**config.mk**
```make
export PLATFORM = sky130hd
export DESIGN_NAME = sa_fault_scan
export DESIGN_NICKNAME = d
export VERILOG_FILES = /design/src/rtl/sa_scan_pkg.sv /design/src/rtl/sa_result_acc.sv /design/src/rtl/sa_fault_scan.sv
export SDC_FILE = /design/constraint.sdc
export NUM_CORES = 1
export LEC_CHECK = 0
export CORE_UTILIZATION = 38
export DETAILED_ROUTE_END_ITERATION = 10
export DONT_BUFFER_PORTS = 1
export GPL_TIMING_DRIVEN = 1
export PLACE_DENSITY = 0.6
export SYNTH_ARGS = -nofsm -noshare
export SYNTH_HDL_FRONTEND = slang
export SYNTH_SLANG_ARGS = --single-unit
export TNS_END_PERCENT = 10
```
**constraint.sdc**
```tcl
create_clock -name clk -period 2.7 [get_ports clk]
set_input_delay 0.27 -clock clk [delete_from_list [all_inputs] [get_ports clk]]
set_output_delay 0.27 -clock clk [all_outputs]
set_load 0.005 [all_outputs]
```
**src/rtl/sa_scan_pkg.sv**
```systemverilog
// Shared types and defaults for the stuck-at fault sweep block.
package sa_scan_pkg;

  typedef enum logic [1:0] {
    StIdle   = 2'd0,
    StSettle = 2'd1,
    StSample = 2'd2,
    StFinish = 2'd3
  } scan_state_e;

  localparam int unsigned DefNIn          = 3;
  localparam int unsigned DefSettleCycles = 2;

endpackage

```
**src/rtl/sa_result_acc.sv**
```systemverilog
// Detect mask / count / first-detecting-vector accumulator.
module sa_result_acc
  import sa_scan_pkg::*;
#(
  parameter int unsigned N_IN = DefNIn
) (
  input  logic                 clk,
  input  logic                 rst_n,
  input  logic                 clr,
  input  logic                 sample_en,
  input  logic                 miss,
  input  logic [N_IN-1:0]      vec,
  output logic [2**N_IN-1:0]   detect_mask,
  output logic [N_IN:0]        detect_count,
  output logic [N_IN-1:0]      first_vec,
  output logic                 first_valid
);

  localparam int unsigned NVec = 2**N_IN;

  logic [NVec-1:0] mask_q, mask_d;
  logic [N_IN:0]   count_q, count_d;
  logic [N_IN-1:0] first_q, first_d;
  logic            fvalid_q, fvalid_d;

  // Clear on sweep start; otherwise fold in a detecting sample.
  always_comb begin
    mask_d   = mask_q;
    count_d  = count_q;
    first_d  = first_q;
    fvalid_d = fvalid_q;
    if (clr) begin
      mask_d   = '0;
      count_d  = '0;
      first_d  = '0;
      fvalid_d = 1'b0;
    end else if (sample_en && miss) begin
      mask_d[vec] = 1'b1;
      count_d     = count_q + {{N_IN{1'b0}}, 1'b1};
      if (!fvalid_q) begin
        first_d  = vec;
        fvalid_d = 1'b1;
      end
    end
  end

  // Result registers.
  always_ff @(posedge clk or negedge rst_n) begin
    if (!rst_n) begin
      mask_q   <= '0;
      count_q  <= '0;
      first_q  <= '0;
      fvalid_q <= 1'b0;
    end else begin
      mask_q   <= mask_d;
      count_q  <= count_d;
      first_q  <= first_d;
      fvalid_q <= fvalid_d;
    end
  end

  assign detect_mask  = mask_q;
  assign detect_count = count_q;
  assign first_vec    = first_q;
  assign first_valid  = fvalid_q;

endmodule

```
**src/rtl/sa_fault_scan.sv**
```systemverilog
// Stuck-at test sweeper: drives all input vectors in order, samples F0/F1 after a settle
// interval and accumulates which vectors expose the fault.
module sa_fault_scan
  import sa_scan_pkg::*;
#(
  parameter int unsigned N_IN          = DefNIn,
  parameter int unsigned SETTLE_CYCLES = DefSettleCycles
) (
  input  logic                 clk,
  input  logic                 rst_n,
  input  logic                 start,
  input  logic                 f_good,
  input  logic                 f_fault,
  output logic [N_IN-1:0]      vec_out,
  output logic                 busy,
  output logic                 done,
  output logic [2**N_IN-1:0]   detect_mask,
  output logic [N_IN:0]        detect_count,
  output logic [N_IN-1:0]      first_vec,
  output logic                 first_valid
);

  localparam logic [N_IN-1:0] VecMax     = '1;
  localparam logic [3:0]      SettleLast =
      (SETTLE_CYCLES > 0) ? 4'(SETTLE_CYCLES - 1) : 4'd0;

  scan_state_e     state_q, state_d;
  logic [N_IN-1:0] vec_q, vec_d;
  logic [3:0]      cnt_q, cnt_d;
  logic            busy_q, busy_d;
  logic            done_q;
  logic            clr, sample_en;

  // Next-state, vector stepping and settle counting.
  always_comb begin
    state_d   = state_q;
    vec_d     = vec_q;
    cnt_d     = cnt_q;
    clr       = 1'b0;
    sample_en = 1'b0;
    unique case (state_q)
      StIdle: begin
        if (start) begin
          vec_d = '0;
          cnt_d = '0;
          clr   = 1'b1;
          if (SETTLE_CYCLES > 0) state_d = StSettle;
          else                   state_d = StSample;
        end
      end
      StSettle: begin
        if (cnt_q == SettleLast) begin
          cnt_d   = '0;
          state_d = StSample;
        end else begin
          cnt_d = cnt_q + 4'd1;
        end
      end
      StSample: begin
        sample_en = 1'b1;
        // Terminal compare keeps vec_out from wrapping past all-ones.
        if (vec_q == VecMax) begin
          state_d = StFinish;
        end else begin
          vec_d = vec_q + {{(N_IN-1){1'b0}}, 1'b1};
          if (SETTLE_CYCLES > 0) state_d = StSettle;
          else                   state_d = StSample;
        end
      end
      StFinish: state_d = StIdle;
      default:  state_d = StIdle;
    endcase
    busy_d = (state_d == StSettle) || (state_d == StSample);
  end

  // FSM, vector and flag registers; done pulses for the cycle after FINISH.
  always_ff @(posedge clk or negedge rst_n) begin
    if (!rst_n) begin
      state_q <= StIdle;
      vec_q   <= '0;
      cnt_q   <= '0;
      busy_q  <= 1'b0;
      done_q  <= 1'b0;
    end else begin
      state_q <= state_d;
      vec_q   <= vec_d;
      cnt_q   <= cnt_d;
      busy_q  <= busy_d;
      done_q  <= (state_q == StFinish);
    end
  end

  sa_result_acc #(
    .N_IN(N_IN)
  ) u_acc (
    .clk          (clk),
    .rst_n        (rst_n),
    .clr          (clr),
    .sample_en    (sample_en),
    .miss         (f_good ^ f_fault),
    .vec          (vec_q),
    .detect_mask  (detect_mask),
    .detect_count (detect_count),
    .first_vec    (first_vec),
    .first_valid  (first_valid)
  );

  assign vec_out = vec_q;
  assign busy    = busy_q;
  assign done    = done_q;

endmodule

```
==> results.md, run 1 <==
* Status: finished, final reports clean
* Top cell type by total area after synthesis: dfrtp_1
* Hold/Removal Path Class: in -> reg
* Diodes inserted at 0
* Synth top area share at about 54%
* Drc violations at 0
* Post-synth top flop: dfrtp_1
* Max Fclk at 590 MHz
* Post-DP HPWL at 1.68 mm
* Layout cells sized above 1 at under 10%
* Via density at 5.38
* Worst Path Arrival at 1930 ps
* Max IR drop VDD at 0.000432 V
* RSZ-0062 raised after global routing: false
* Drt wl/cell at roughly 15 um
* Max Buffers Root-to-Sink at 2
* Final setup TNS at 0 ps
* Starting density of the core at 40.6%
* Register area share after synthesis at 53.6%
* Minimum clock period at 1690 ps
* Max-slew headroom at 60.1%
* Global-route wire length before repair at approximately 3.8 mm
* Grt ovf at 0
* Largest net degree at the start of global routing at 28
* Netlist cell types at 27
* Row cnt at 20
* Clk_lat worst skew at 320 ps
* Die area at between 3000 and 4000 um2
* Met2 WL at 1.06 mm
* Flip-flop and latch count after synthesis at 27
* CTS H-tree lvls at 1
* Syn Nets at 119
* Finish-stage setup viols at 0
* EDFF count, synth at 0
* Die height at 59.6 um
* Leakage power at between 0.6 and 0.7 nW
* Length of routed met3 wiring at 173 um
* # clock sinks at 27
* Routed vias at around 830
* CTS tree: done
* CORE AREA at just over 3000 um2
* Clock root buffer: clkbuf_4
* Crit path required time at just under 3000 ps
* Vias in the first global route at 800
* Synth warn at 0
* Iteration-0 DRC Markers at 29
* Metal1 wirelength at 1.05 mm
* Period utilization at 62.7%
* Die Width at 59.6 um
* All-Layer GR Usage at 14.4%
* Highest metal used: met4
* Post-synthesis cell area at around 1300 um2
* Synth async-reset ratio at 100%
* Max Transition Viols Final at 0
* Crit end category: flip-flop
* Fin nets at 121
* Cells after synthesis at 109
* Critical path fanouts, max at 10
* Top cells by area, synth: dfrtp_1 54%, a22o_1 7.6%, ha_1 5.0%
* Synth Area per Inst at 11.6 um2
* CTS clk-pin slew, worst paths at 150 ps
* R2R Setup Slk at 1010 ps
* Power, Total at approximately 1.1 mW
* Nature of the critical path startpoint: flip-flop
* Synth-to-layout area growth at 6.75%
* Gates resized, CTS repair at 0
* IO buf count at 0
* Remaining antenna violation count at 0
* Gpl congestion at about 0.7
* Antenna violations before repair at 0
* Power density cells at roughly 820 nW/um2
* DRT Pass-1 Iters at 4
* Worst Tran Pin Value at 594 ps
* Final WL at 2.30 mm
* Max_cap viols at 0
* Most frequent cells in the layout: 27 x dfrtp_1, 12 x nand2_1, 11 x a22o_1, 6 x nand3_1
* Commonest non-fill, non-tap cell in the layout: dfrtp_1
* Setup skew after layout at about 9.4 ps
* IO Pins at 26
* Number of buffers created by CTS at 3
* Critical path type: reg -> reg
* Final hold violations at 0
-- report_power, final --
| group | internal, mW | switching (mW) | leakage, nW | total, mW |
|---|---|---|---|---|
| combinational | 0.137 | 0.166 | 0.242 | 0.304 |
| sequential | 0.492 | 0.137 | 0.365 | 0.629 |
| clock | 0.0566 | 0.118 | 0.0139 | 0.175 |
| total | 0.686 | 0.422 | 0.622 | 1.11 |
-- registers in the layout (all words and copies together), names as in the netlist --
| register | flops |
|---|---|
| u_acc.detect_mask | 8 |
| cnt_q | 4 |
| u_acc.detect_count | 4 |
| u_acc.first_vec | 3 |
| vec_out | 3 |
| state_q | 2 |
| busy | 1 |
| done | 1 |
| u_acc.first_valid | 1 |
-- path summary, 6_finish.rpt --
kind	start	endpoint	cells after the start
setup reg to reg	vec_out[0]$_DFFE_PN0P_	vec_out[0]$_DFFE_PN0P_	5
max in group asynchronous	rst_n	state_q[1]$_DFF_PN0_	2
setup / recovery	vec_out[0]$_DFFE_PN0P_	vec_out[0]$_DFFE_PN0P_	5
hold reg to reg	u_acc.detect_mask[3]$_DFFE_PN0P_	u_acc.detect_mask[3]$_DFFE_PN0P_	1
hold / removal	start	state_q[0]$_DFF_PN0_	2
min in group asynchronous	rst_n	u_acc.detect_count[1]$_DFFE_PN0P_	2
-- cell usage after synthesis (2+ instances only) --
cell      number
nor2b_1        5
o311ai_1       3
nand2_1       12
a22o_1        11
mux2i_1        3
o21ai_1        5
o21bai_1       2
nor3b_1        2
a32o_1         4
dfrtp_1       27
xor2_1         2
nand3_1        6
nand2b_1       3
mux2_2         2
nor2_1         3
ha_1           5
buf_2          3
and2_1         2
-- critical path: stages (launching register included) --
cell and delay (ps):
dfrtp_1 610, ha_1 220, ha_1 230, nor2_1 100, mux2_2 280, a22o_1 170
-- per-stage QoR --
step	util [%]	cell area [um2]	setup slack [ps]	hold WS [ps]	cells
2_1_floorplan	-	1260	1270	-25.6	109
3_3_place_gp	41.5	1290	1100	-24.5	148
3_5_place_dp	41.5	1290	1040	-24.8	148
4_1_cts	43.4	1350	1010	166	154
5_1_grt	43.4	1350	883	195	154
6_report	43.4	1350	1010	185	154
-- area by class of cell --
class,count,area [um2]
Inverter,1,3.75
Sequential cell,27,676
Multi-Input combinational cell,76,552
Timing Repair Buffer,2,30.0
Tap cell,44,55.1
Clock buffer,3,22.5
Fill cell,322,1760
Clock inverter,1,7.51
-- metal layers --
metal  track usage, %  vias up
met4             6.98        0
met2             21.5       24
li1                 -      398
met3             3.71        2
met1             19.5      405
met5                0        -
-- what timing repair did --
action                    4_1_cts  5_1_grt
hold endpoints to repair       27        0
setup buffers                   0        0
hold buffers                    2        0
-- logic make-up (layout without fill, tap and decap cells) --
kind of cell             after synthesis  after routing  share of synthesized area, %
AND/OR/NAND/NOR                       37             37                          15.9
flip-flops                            27             27                          53.6
AO/OA/AOI/OAI                         26             26                          16.7
buffers and inverters                  6              7                          2.68
adder cells (fa/ha/maj)                5              5                          4.96
multiplexers                           5              5                          4.17
XOR/XNOR                               3              3                          2.08
Power figures use the tool's default switching activity.
==> inputs of run 2 (changes only) <==
- clock period: 2.7 -> 1.6 ns (I/O delays scaled with it)
==> run 2 against run 1 <==
Effect of this change: core utilization increased by 1.5 points; clock power up 71%; sequential share of layout area decreased by 1.6 points; clock skew shrank 3.5 ps; register-to-register slack worse by 830 ps; design area rose by 3.3%; flip-flop and latch count unchanged; critical path depth fell by 3; via count up 6.4%; largest cell class unchanged; cell count increased by 3.9%.
==> results.md, run 2 (same netlist as run 1, synthesis figures left out) <==
* CTS tree: done
* Diodes inserted at 0 (unchanged)
* Leakage power at 0.653 nW (+5.1%)
* CTS clk-pin slew, worst paths at 150 ps (about the same)
* Nature of the critical path startpoint: flip-flop
* Fin Hold WS at 53.9 ps (-131 ps)
* Synth-to-layout area growth at 10.3%
* Combinational share of power at 35.8% (+8.4 points)
* Crit path required time at 1840 ps (-1100 ps)
* Die area at 3550 um2 (unchanged)
* Hold/Removal Path Class: in -> reg
* Final non-filler cell total at 160 (+3.9%)
* CTS H-tree lvls at 1 (unchanged)
* Commonest non-fill, non-tap cell in the layout: dfrtp_1
* # clock sinks at 27 (unchanged)
* CP max stage cell: or3b_1
* Layout cells sized above 1 at 12.9% (+4.7 points)
* Crit end category: flip-flop
* Max Fclk at 702 MHz (+19%)
* Critical path fanouts, max at 16 (+6)
* Drc violations at 0 (unchanged)
* Critical path type: reg -> reg
* Grt ovf at 0 (unchanged)
* Worst Tran Pin Value at 659 ps (+64.5 ps)
* Drt wl/cell at 15.2 um (+1.5%)
* Power density cells at 1410 nW/um2 (+71%)
* Via density at 5.51 (+2.4%)
* Crit-path max cell delay at 610 ps (about the same)
* Hold buffer count at cts at 2 (unchanged)
* Period utilization at 89.0% (+26 points)
* Seq pwr share at 48.9% (-7.9 points)
* CORE AREA at 3100 um2 (unchanged)
* Minimum clock period at 1420 ps (-270 ps)
* Final WL at 2.43 mm (+5.5%)
* Number of buffers created by CTS at 3 (unchanged)
* Largest net degree at the start of global routing at 28 (unchanged)
* Post-DP HPWL at 1.74 mm (+3.5%)
* Most frequent cells in the layout: 27 x dfrtp_1, 12 x nand2_1, 11 x a22o_1, 6 x nand3_1, 6 x buf_4
* Worst Path Arrival at 1660 ps (-270 ps)
* IO buf count at 0 (unchanged)
* Starting density of the core at 40.6% (unchanged)
* RSZ-0062 raised after global routing: false
* Switching power at 0.738 mW (+75%)
* Remaining antenna violation count at 0 (unchanged)
* All-Layer GR Usage at 14.4% (-0.046 points)
* Setup skew after layout at 5.95 ps (-3.49 ps)
* Max_cap viols at 0 (unchanged)
* Final hold violations at 0 (unchanged)
* Iteration-0 DRC Markers at 27 (-6.9%)
* Finish-stage setup viols at 0 (unchanged)
* Gpl congestion at 0.715 (+2.1%)
* Power, Total at 1.96 mW (+77%)
* Max Transition Viols Final at 0 (unchanged)
* Row cnt at 20 (unchanged)
* Status: finished, final reports clean
* Sw frac at 37.6% (-0.46 points)
* Clk_lat worst skew at 330 ps (about the same)
* Max-slew headroom at 55.8% (-4.3 points)
* Routed vias at 882 (+6.4%)
* Placed Instances at 154 (+4.1%)
* Max Buffers Root-to-Sink at 2 (unchanged)
* Die Width at 59.6 um (unchanged)
* Number of flip-flops under the largest register name at 8 (unchanged)
* Clock root buffer: clkbuf_4
* Antenna violations before repair at 0 (unchanged)
* Vias in the first global route at 872 (+9.0%)
* Max IR drop VDD at 0.000596 V (+38%)
* Postcts setup bufs at 0 (unchanged)
* Power Internal at 1.22 mW (+78%)
* IO Pins at 26 (unchanged)
* Gates resized, CTS repair at 0 (unchanged)
* Global-route wire length before repair at 3.78 mm (-0.37%)
* Fin nets at 127 (+5.0%)
* Final setup TNS at 0 ps (unchanged)
* DRT Pass-1 Iters at 4 (unchanged)
* CP cell instances: or3b_1 > a22o_1
* Die height at 59.6 um (unchanged)
* Clk network pwr share at 15.3% (-0.5 points)
run 2: cell types whose count changed in the layout (fill, tap and decap cells not counted), sizes merged:
cell  before  now
buf        1    7
run 2: through the flow:
step / setup WS, ps / area, um2 / utilization [%]
3_3_place_gp: 201 / 1330 / 42.9
4_1_cts: 184 / 1390 / 44.8
6_report: 176 / 1390 / 44.8
5_1_grt: 81.1 / 1390 / 44.8
3_5_place_dp: 201 / 1330 / 42.9
2_1_floorplan: 170 / 1260 / -
run 2: layer usage:
layer	track usage [%]	share of wire [%]
met1	17.0	45
met2	23.9	47
met3	4.15	7.0
met4	6.98	1.4
met5	0	0
run 2: final cells by class:
cell class	count	area [um2]
fill	316	1710
sequential	27	676
clock buffer	3	22.5
tap	44	55.1
multi-input combinational	76	552
timing repair buffer	8	75.1
clock inverter	1	7.51
inverter	1	3.75
run 2: worst paths after layout:
| kind | from | slack, ps | to | cells past startpoint |
|---|---|---|---|---|
| setup / recovery | state_q[1]$_DFF_PN0_ | 180 | u_acc.detect_mask[4]$_DFFE_PN0P_ | 2 |
| hold / removal | start | 50 | state_q[0]$_DFF_PN0_ | 2 |
| setup reg to reg | state_q[1]$_DFF_PN0_ | 180 | u_acc.detect_mask[4]$_DFFE_PN0P_ | 2 |
| hold reg to reg | u_acc.detect_mask[5]$_DFFE_PN0P_ | 540 | u_acc.detect_mask[5]$_DFFE_PN0P_ | 1 |
| max in group asynchronous | rst_n | 1200 | state_q[0]$_DFF_PN0_ | 2 |
| min in group asynchronous | rst_n | 250 | u_acc.first_vec[1]$_DFFE_PN0P_ | 2 |
run 2: power groups by stage:
stage          clock network, mW  registers (mW)  logic (mW)
6_report                   0.300           0.959       0.703
3_3_place_gp                   0           0.970       0.669
2_1_floorplan                  0           0.966       0.507
5_1_grt                    0.338           0.978       0.786
4_1_cts                    0.315           0.960       0.710
3_5_place_dp                   0           0.974       0.684
run 2: critical path: cells and delay by family (launching register included):
family	cells	cell delay [ps]
AOI/OAI and AO/OA	1	320
and+or+nand+nor	1	610
DFF	1	400
